File: config.mk
export PLATFORM = sky130hd
export DESIGN_NAME = seq_match_logger
export DESIGN_NICKNAME = d
export VERILOG_FILES = /design/src/rtl/seq_match_logger.sv
export SDC_FILE = /design/constraint.sdc
export NUM_CORES = 1
export LEC_CHECK = 0
export BUFFER_PORTS_ARGS = -buffer_cell sky130_fd_sc_hd__buf_4
export CAP_MARGIN = 20
export CORE_ASPECT_RATIO = 1.25
export CORE_MARGIN = 2
export CORE_UTILIZATION = 30
export DETAILED_ROUTE_END_ITERATION = 10
export GPL_ROUTABILITY_DRIVEN = 0
export SYNTH_ARGS = -nofsm -noshare
export SYNTH_HDL_FRONTEND = slang
export SYNTH_SLANG_ARGS = --single-unit
File: constraint.sdc
create_clock -name clk -period 3.8 [get_ports clk]
set_input_delay 0.76 -clock clk [delete_from_list [all_inputs] [get_ports clk]]
set_output_delay 0.76 -clock clk [all_outputs]
set_load 0.03 [all_outputs]
File: src/rtl/seq_match_logger.sv
// Timestamp logger for a sequence-detector match pulse: each match cycle pushes the
// free-running timestamp into a FWFT circular queue, drained through a valid/ready port.
module seq_match_logger #(
  parameter int TS_W  = 16,
  parameter int DEPTH = 8,
  parameter int CNT_W = 8
) (
  input  logic                     clk,
  input  logic                     reset,
  input  logic                     match,
  input  logic                     clr_ovf,
  input  logic                     rd_ready,
  output logic                     rd_valid,
  output logic [TS_W-1:0]          rd_ts,
  output logic [$clog2(DEPTH):0]   level,
  output logic [CNT_W-1:0]         match_cnt,
  output logic                     overflow
);

  localparam int PW = $clog2(DEPTH);
  localparam int LW = PW + 1;

  logic [TS_W-1:0]  ts_q, ts_d;
  logic [PW-1:0]    wr_ptr_q, wr_ptr_d;
  logic [PW-1:0]    rd_ptr_q, rd_ptr_d;
  logic [LW-1:0]    level_q, level_d;
  logic [CNT_W-1:0] cnt_q, cnt_d;
  logic             ovf_q, ovf_d;
  logic [TS_W-1:0]  mem_q [DEPTH];

  logic pop, push, full, drop;

  // NOTE: every signal assigned here gets a default first, so no path leaves it
  // unassigned and no latch is inferred.
  always_comb begin
    pop      = 1'b0;
    push     = 1'b0;
    full     = 1'b0;
    drop     = 1'b0;
    ts_d     = ts_q + TS_W'(1);
    wr_ptr_d = wr_ptr_q;
    rd_ptr_d = rd_ptr_q;
    level_d  = level_q;
    cnt_d    = cnt_q;
    ovf_d    = ovf_q;

    full = (level_q == LW'(DEPTH));
    pop  = (level_q != '0) && rd_ready;
    // A full queue still accepts the event when the head leaves on the same edge.
    push = match && (!full || pop);
    drop = match && full && !pop;

    if (push) wr_ptr_d = wr_ptr_q + PW'(1);
    if (pop)  rd_ptr_d = rd_ptr_q + PW'(1);

    case ({push, pop})
      2'b10:   level_d = level_q + LW'(1);
      2'b01:   level_d = level_q - LW'(1);
      default: level_d = level_q;
    endcase

    if (match && (cnt_q != {CNT_W{1'b1}})) cnt_d = cnt_q + CNT_W'(1);

    // A drop on the same edge as a clear request keeps the flag set.
    if (drop)         ovf_d = 1'b1;
    else if (clr_ovf) ovf_d = 1'b0;
  end

  // NOTE: sequential state uses non-blocking assignments so every flop samples
  // the pre-edge values regardless of statement order.
  always_ff @(posedge clk) begin
    if (reset) begin
      ts_q     <= '0;
      wr_ptr_q <= '0;
      rd_ptr_q <= '0;
      level_q  <= '0;
      cnt_q    <= '0;
      ovf_q    <= 1'b0;
    end else begin
      ts_q     <= ts_d;
      wr_ptr_q <= wr_ptr_d;
      rd_ptr_q <= rd_ptr_d;
      level_q  <= level_d;
      cnt_q    <= cnt_d;
      ovf_q    <= ovf_d;
    end
  end

  // NOTE: the storage array has no reset; entries are only observable once level
  // marks them valid, so clearing them would cost logic for no behavioural gain.
  always_ff @(posedge clk) begin
    if (!reset && push) mem_q[wr_ptr_q] <= ts_q;
  end

  assign rd_valid  = (level_q != '0);
  assign rd_ts     = mem_q[rd_ptr_q];
  assign level     = level_q;
  assign match_cnt = cnt_q;
  assign overflow  = ovf_q;

endmodule

==> impl_metrics.toml, run 1 <==
[run_status]
status = "completed"

[routing]
drt_wl_total_mm = 12.8
num_vias = 3565
postRouteAntennaNets = 0
drt-initial-drc-count = 218
first_pass_iters = 4
post_drt_wl_per_cell_um = 17.4
drc = 0
viasPerCell = 4.84

[clock_tree]
cts_buffer_depth = 2
cts_root_buf = "clkbuf_16"
cts_made_buffers = 17
htreeDepth = 4
cts_resized = 0
postCtsHoldBufs = 0
cts_tree = "built"
clkSinkCount = 166
postCtsSetupRepairBufs = 0
clk_pin_slew_ns = 0.07
clk_latency_ns = 0.42

[grt]
grt_usage_pct = 11.1
antenna_found_initial = 0
grt_max_degree = 40
grt_pass1_wl_mm = 20.3
grt_remaining_overflow = 0
grt_pass1_vias = 3579

[timing]
slew_headroom_pct = 62.8
maxClockFrequency_ghz = 0.322
setup_viol = 0
hold_viol = 0
tightest_slew_ns = 0.557
skew_ns = 0.0148
finalCritPeriodShare_pct = 81.7
slew_viol_final = 0
period_needed_ns = 3.10
rsz0062_at_grt = "no"
tns_ns = 0

[run]
max-cap-violations = 0

[synthesis]
async_flop_share_pct = 0
ys_ff_latch = 166
syn_avg_cell_area_um2 = 17.0
ys_types = 50
synthesis.area_um2 = 6810
yosys-top-cells-area = "edfxtp_1, dfxtp_1, mux4_1"
synthCells = 400
yosysTopAreaCellShare_pct = 56.4
seq_area_frac_synth_pct = 67.6
synth_edf_count = 128
syn_nets = 410
yosys.area.top_type = "edfxtp_1"
synth_warnings = 0
synth_flop_cell = "edfxtp_1"

[finish]
drive_above_1_share_pct = 27.3
area_growth_pct = 16.7
nets = 451
mostFrequentLayoutCell = "edfxtp_1"
diodes = 0
fill_cells = 2102
layout_common_cells = "edfxtp_1, buf_4, nor2_1"
fin_util_pct = 35.7

[critical_path]
cpMaxStageDelayCell = "dfxtp_2"
cp_max_fo = 20
worstSetupEndpointType = "output port"
worstSetupStartpointType = "register"
cp.arrival_ns = 2.34
critPathMaxStageDelay_ns = 0.61
critical_path_required_ns = 3.04
cp_cell_sequence = "buf_12, mux4_1, mux2_2, buf_4"
r2r-start = "level[0]"
crit_type = "reg -> out"

[power]
power_density_nw_per_um2 = 588
peakVddDrop_mv = 0.259
p_leak_nw = 2.64

[die]
die-height_um = 172
die_x_um = 139
rows = 61
ios = 35
core-area_um2 = 22300
start_util_pct = 30.6
die_area_um2 = 23900

[hold_path]
hold_start = "overflow"
hold_path_class = "reg -> reg"

[placed_design]
port_buffers = 34
dpl.hpwl_mm = 7.64
[critical path, delay by kind of cell (launching register included)]
family / cells / cell delay (ns)
buf+inv: 2 / 0.43
flops: 1 / 0.61
mux: 2 / 0.87
[state kept, by name, indices dropped and copies added (netlist names), named ones only]
signal and cells:
mem_q 128, ts_q 16, match_cnt 8, level 4
rd_ptr_q 3, wr_ptr_q 3, overflow 1
[metrics by stage]
step / setup WS (ns) / cell area (µm²) / std cells / hold WS, ns / total power (W)
2_1_floorplan: 0.562 / 6810 / 400 / 0.454 / 0.00285
3_3_place_gp: 1.10 / 7370 / 705 / 0.460 / 0.00305
3_5_place_dp: 1.08 / 7370 / 705 / 0.471 / 0.00306
4_1_cts: 0.625 / 7950 / 737 / 0.485 / 0.00473
5_1_grt: 0.576 / 7950 / 737 / 0.503 / 0.00488
6_report: 0.695 / 7950 / 737 / 0.483 / 0.00467
[worst paths after layout]
check | end | slack [ns] | depth (start not counted)
hold reg to reg | overflow | 0.48 | 2
hold / removal | overflow | 0.48 | 2
setup / recovery | rd_ts[1] | 0.70 | 4
setup reg to reg | mem_q[7][8] | 1.28 | 5
[metal layers]
| metal | GRT usage, % | vias up | wire length, µm |
|---|---|---|---|
| li1 | - | 1664 | - |
| met1 | 13.2 | 1806 | 5450 |
| met2 | 20.1 | 84 | 6750 |
| met3 | 2.80 | 11 | 498 |
| met4 | 3.38 | 0 | 106 |
| met5 | 0 | - | 0 |
[synthesized netlist by cell type, types with 6 or more instances]
cell,n
a21oi_1,8
mux4_2,12
edfxtp_1,128
xnor2_1,14
nor2_1,38
mux2_2,18
buf_6,6
nor3_1,9
mux4_1,20
nand2_1,10
xor2_1,8
nand3_1,12
dfxtp_1,38
[where the power goes]
group	total (W)	internal (W)	switching, W
Combinational	0.000910	0.000453	0.000457
Clock	0.00166	0.000880	0.000781
Sequential	0.00210	0.00199	0.000111
[final cells by class]
class	instances	area, µm²	share of cell area, %
clock buffer	17	425	5.35
clock inverter	15	154	1.94
inverter	3	11.3	0.142
multi-input combinational	208	2050	25.8
sequential	166	4610	57.9
tap	283	354	4.45
timing repair buffer	45	350	4.41
[logic make-up after synthesis]
group / Yosys count / share of synthesized area (%)
flops: 166 / 67.6
simple gates: 103 / 8.03
mux: 52 / 15.0
compound gates: 26 / 2.90
buf+inv: 26 / 2.74
xor+xnor: 22 / 2.83
fa+ha+maj: 5 / 0.919
(Power assumes the default switching activity.)
==> run 2: changes to the inputs <==
Settings changed: ABC_AREA set to 1.
Clock period 3.8 ns to 2.7 ns, I/O delays scaled along.
==> run 2 against run 1 <==
Global-route usage up 1.3 points. Synthesized area increased by 0.31%. Register-to-register slack got worse by 0.39 ns. First-iteration DRC count up 57%. Via count is 26% higher. Sequential cell count stayed put. Sequential power increased by 37%. Clock skew hardly changed. Hold slack worse by 0.11 ns. Sequential share of layout area is 0.82 points lower. Non-clock buffer count grew 4. Die area up 0.31%. Highest routed layer unchanged.
==> impl_metrics.toml, run 2 <==
[synthesis]
synthCells = 613
yosys-top-cells-area = "edfxtp_1, dfxtp_1, nor2_1"
synth_edf_count = 128
syn_avg_cell_area_um2 = 11.1
synthesis.area_um2 = 6830
ys_ff_latch = 166
synthTopCellsByCount = "edfxtp_1, nor2_1, nand2_1"
seq_area_frac_synth_pct = 67.4
yosysTopAreaCellShare_pct = 56.3
yosys.area.top_type = "edfxtp_1"
async_flop_share_pct = 0
synth_flop_cell = "edfxtp_1"
syn_nets = 623
ys_types = 34
synth_warnings = 0
synth_most_common_cell = "edfxtp_1"

[placed_design]
dpl.hpwl_mm = 8.58
placedCellCount = 919
port_buffers = 34

[routing]
first_pass_iters = 5
viasPerCell = 4.72
postRouteAntennaNets = 0
met3_length_um = 422
drt_wl_total_mm = 14.6
routedLengthMet1_mm = 6.37
num_vias = 4489
post_drt_wl_per_cell_um = 15.4
wl_met2_mm = 7.55
dr.max_layer_used = "met4"
drc = 0
drt-initial-drc-count = 342

[clock_tree]
clkSinkCount = 166
postCtsHoldBufs = 0
cts_resized = 0
cts_buffer_depth = 2
postCtsSetupRepairBufs = 0
clk_pin_slew_ns = 0.07
clk_latency_ns = 0.42
cts_made_buffers = 17
cts_root_buf = "clkbuf_16"
cts_tree = "built"
htreeDepth = 4

[die]
ios = 35
core-area_um2 = 22300
die-height_um = 173
die_x_um = 139
start_util_pct = 30.6
rows = 61
die_area_um2 = 24000

[timing]
skew_ns = 0.0150
period_needed_ns = 2.45
rsz0062_at_grt = "no"
tns_ns = 0
maxClockFrequency_ghz = 0.408
slew_viol_final = 0
setup_viol = 0
hold_viol = 0
finalCritPeriodShare_pct = 90.8
tightest_slew_ns = 0.764
slew_headroom_pct = 49.0

[finish]
nets = 665
top_register = "mem_q"
largest_register_ff_count = 128
fin_cells = 951
drive_above_1_share_pct = 16.6
diodes = 0
layout_common_cells = "edfxtp_1, nor2_1, nand2_1"
mostFrequentLayoutCell = "edfxtp_1"
area_growth_pct = 18.1

[critical_path]
cp_max_fo = 36
critical_path_required_ns = 2.16
cp_cell_sequence = "clkinv_2, buf_12, nor2_1, o32ai_1, nand2_1, nand2_1, buf_4"
crit_type = "reg -> out"
cp.arrival_ns = 1.91
r2r-start = "level[0]"
worstSetupEndpointType = "output port"
cpMaxStageDelayCell = "dfxtp_2"
worstSetupStartpointType = "register"
critPathMaxStageDelay_ns = 0.34
crit_top_cell = "nand2_1"

[grt]
grt_max_degree = 65
grt_usage_pct = 12.5
antenna_found_initial = 0
grt_pass1_wl_mm = 23.4
grt_remaining_overflow = 0
grt_pass1_vias = 4413

[power]
p_leak_nw = 2.85
peakVddDrop_mv = 0.352
power_density_nw_per_um2 = 783

[hold_path]
hold_start = "clr_ovf"
hold_path_class = "in -> reg"

[run]
max-cap-violations = 0

[run_status]
status = "completed"
==> run 2: worst max-delay path: cells and delay by family, from the launching register on <==
family	cells	cell delay, ns
flip-flops	1	0.34
AO/OA/AOI/OAI	1	0.25
buffers and inverters	3	0.61
AND/OR/NAND/NOR	3	0.29
==> run 2: power by group <==
part	internal (W)	switching, W	total [W]
combinational	0.000402	0.000734	0.00114
clock	0.00129	0.00101	0.00231
sequential	0.00279	0.0000785	0.00287
==> run 2: metal layers <==
metal | up-vias | GRT usage [%]
li1 | 2241 | -
met1 | 2156 | 14.9
met2 | 77 | 22.0
met3 | 15 | 2.49
met4 | 0 | 4.88
met5 | - | 0
==> run 2: worst paths after layout <==
| check | endpoint | slack (ns) | cells after the start |
|---|---|---|---|
| worst max-delay path | rd_ts[9] | 0.25 | 7 |
| worst min-delay path | overflow | 0.37 | 4 |
| worst min register to register | rd_ptr_q[2] | 0.44 | 1 |
| worst max register to register | mem_q[3][7] | 0.89 | 7 |
==> run 2: kinds of logic (layout without fill, tap and decap cells) <==
logic type	count (synthesis)	in the layout	share of synthesized area (%)
adders and majority gates	5	5	0.916
buffers and inverters	61	116	3.74
AOI/OAI and AO/OA	105	105	9.71
DFF	166	166	67.4
xor gates and xnor gates	11	11	1.41
and+or+nand+nor	265	265	16.8
==> run 2: through the flow <==
stage | instance area [µm²] | setup slack [ns] | power [W] | utilization, % | hold WS [ns]
floorplan | 6830 | 0.109 | 0.00370 | - | 0.412
global placement | 7500 | 0.717 | 0.00406 | 33.6 | 0.423
detailed placement | 7500 | 0.709 | 0.00408 | 33.6 | 0.432
CTS | 8070 | 0.222 | 0.00638 | 36.2 | 0.369
global route | 8070 | 0.123 | 0.00658 | 36.2 | 0.371
finish | 8070 | 0.248 | 0.00631 | 36.2 | 0.370
==> run 2: layout make-up <==
type / count / area (µm²)
fill: 2196 / 14200
sequential: 166 / 4610
multi-input combinational: 386 / 2000
inverter: 35 / 133
clock buffer: 18 / 429
tap: 283 / 354
clock inverter: 14 / 139
timing repair buffer: 49 / 405
==> run 3: changes to the inputs <==
Settings changed: CELL_PAD_IN_SITES_DETAIL_PLACEMENT set to 1, CELL_PAD_IN_SITES_GLOBAL_PLACEMENT set to 1, PLACE_DENSITY_LB_ADDON set to 0.1.
==> run 3 against run 2 <==
Sequential share of layout area grew 0.062 points. Combinational power about the same. Cell area down 0.11%. Register-to-register slack worse by 0.03 ns.
==> impl_metrics.toml, run 3 (same netlist as run 2, synthesis figures left out) <==
[run_status]
status = "completed"

[clock_tree]
cts_made_buffers = 17
clk_latency_ns = 0.42
clk_pin_slew_ns = 0.06
clkSinkCount = 166
postCtsHoldBufs = 0
htreeDepth = 4
cts_buffer_depth = 2
cts_root_buf = "clkbuf_16"
cts_tree = "built"

[die]
die-height_um = 173
die_x_um = 139
ios = 35
start_util_pct = 30.6
core-area_um2 = 22300
die_area_um2 = 24000
rows = 61

[finish]
fin_util_pct = 36.1
largest_register_ff_count = 128
area_growth_pct = 18.0
top_register = "mem_q"
fill_cells = 2464
diodes = 0
fin_cells = 949
seq_area_um2 = 4610
layout_common_cells = "edfxtp_1, nor2_1, nand2_1"
nets = 663
multiInputGateArea_um2 = 1990
mostFrequentLayoutCell = "edfxtp_1"
drive_above_1_share_pct = 16.1

[grt]
grt_max_degree = 65
grt_remaining_overflow = 0
antenna_found_initial = 0
grt_pass1_wl_mm = 26.8
grt_usage_pct = 14.4
grt_pass1_vias = 4815

[routing]
routedLengthMet1_mm = 7.61
wl_met2_mm = 8.72
first_pass_iters = 6
met3_length_um = 372
postRouteAntennaNets = 0
drt-initial-drc-count = 366
drt_wl_total_mm = 16.9
dr.max_layer_used = "met4"
viasPerCell = 4.85
num_vias = 4602
post_drt_wl_per_cell_um = 17.8
drc = 0

[timing]
slew_headroom_pct = 61.4
finalCritPeriodShare_pct = 93.6
tns_ns = 0
hold_viol = 0
skew_ns = 0.0115
setup_viol = 0
slew_viol_final = 0
rsz0062_at_grt = "no"
tightest_slew_ns = 0.578
maxClockFrequency_ghz = 0.396
period_needed_ns = 2.53

[power]
peakVddDrop_mv = 0.442
power_density_nw_per_um2 = 794
p_leak_nw = 2.84
power_w = 0.00639

[critical_path]
path_buf_inv = 2
reg2reg_slack_ns = 0.86
cpMaxStageDelayCell = "buf_6"
cp_cell_sequence = "buf_6, nor2_1, o32ai_1, nand2_1, nand2_1, buf_4"
critPathMaxStageDelay_ns = 0.40
crit_type = "reg -> out"
critical_path_required_ns = 2.16
critPathTopFamily = "buffers and inverters"
r2r_end = "mem_q[5][4]"
worstSetupEndpointType = "output port"
reg2reg_depth = 7
r2r-start = "level[1]"
crit_top_cell = "nand2_1"
cp_max_fo = 64
cp.arrival_ns = 1.99
worstSetupStartpointType = "register"

[run]
max-cap-violations = 0

[hold_path]
hold_path_class = "in -> reg"
hold_end = "overflow"
hold_start = "clr_ovf"
hold_depth = 4

[placed_design]
dpl.hpwl_mm = 9.95
port_buffers = 34
placedCellCount = 917
==> run 3: cell types whose count changed in the layout (fill, tap and decap cells not counted), sizes merged <==
cell | previous run | this run
clkbuf | 18 | 17
clkinvlp | 2 | 3
buf | 49 | 47
inv | 40 | 42
clkinv | 6 | 4
==> run 3: final cells by class <==
class                      count  area share (%)
timing repair buffer          47            4.74
sequential                   166            57.2
tap                          283            4.40
inverter                      35            1.66
clock buffer                  17            5.28
clock inverter                15            2.03
multi-input combinational    386            24.7
==> run 3: worst max path at each step <==
stage                        to  cells past startpoint
floorplan           mem_q[0][0]                      6
global placement      rd_ts[11]                      6
detailed placement     rd_ts[1]                      6
CTS                    rd_ts[4]                      7
global route          rd_ts[11]                      6
finish                rd_ts[11]                      6
==> run 3: worst reg2reg max path, cell delays in order, from the launching register on <==
cell and delay [ns]:
dfxtp_1 0.49, nor2_4 0.09, nand3_2 0.09, nand2_2 0.11
nor2_2 0.13, nand2_1 0.11, nor2_1 0.11, buf_4 0.36
==> run 3: routing by layer <==
metal | track usage [%] | up-vias
met3 | 2.55 | 13
met4 | 4.17 | 0
met5 | 0 | -
met2 | 25.8 | 51
met1 | 17.8 | 2300
li1 | - | 2238
==> run 3: power by group <==
| group | internal, W | leakage (nW) | switching (W) |
|---|---|---|---|
| Clock | 0.00131 | 0.280 | 0.00108 |
| Combinational | 0.000388 | 1.07 | 0.000759 |
| Sequential | 0.00279 | 1.49 | 0.0000653 |
==> run 3: metrics by stage <==
stage	hold WS [ns]	cell area, µm²	setup WS (ns)
after global placement	0.432	7460	0.485
after detailed placement	0.438	7460	0.443
after CTS	0.354	8060	0.118
after global routing	0.394	8060	0.00748
final	0.375	8060	0.172
after floorplan	0.412	6830	0.109
==> run 3: timing repair <==
| item | in CTS | in global routing |
|---|---|---|
| buffers inserted | 0 | 0 |
| gates resized for setup | 1 | 1 |
| endpoints found under the setup margin | 1 | 1 |
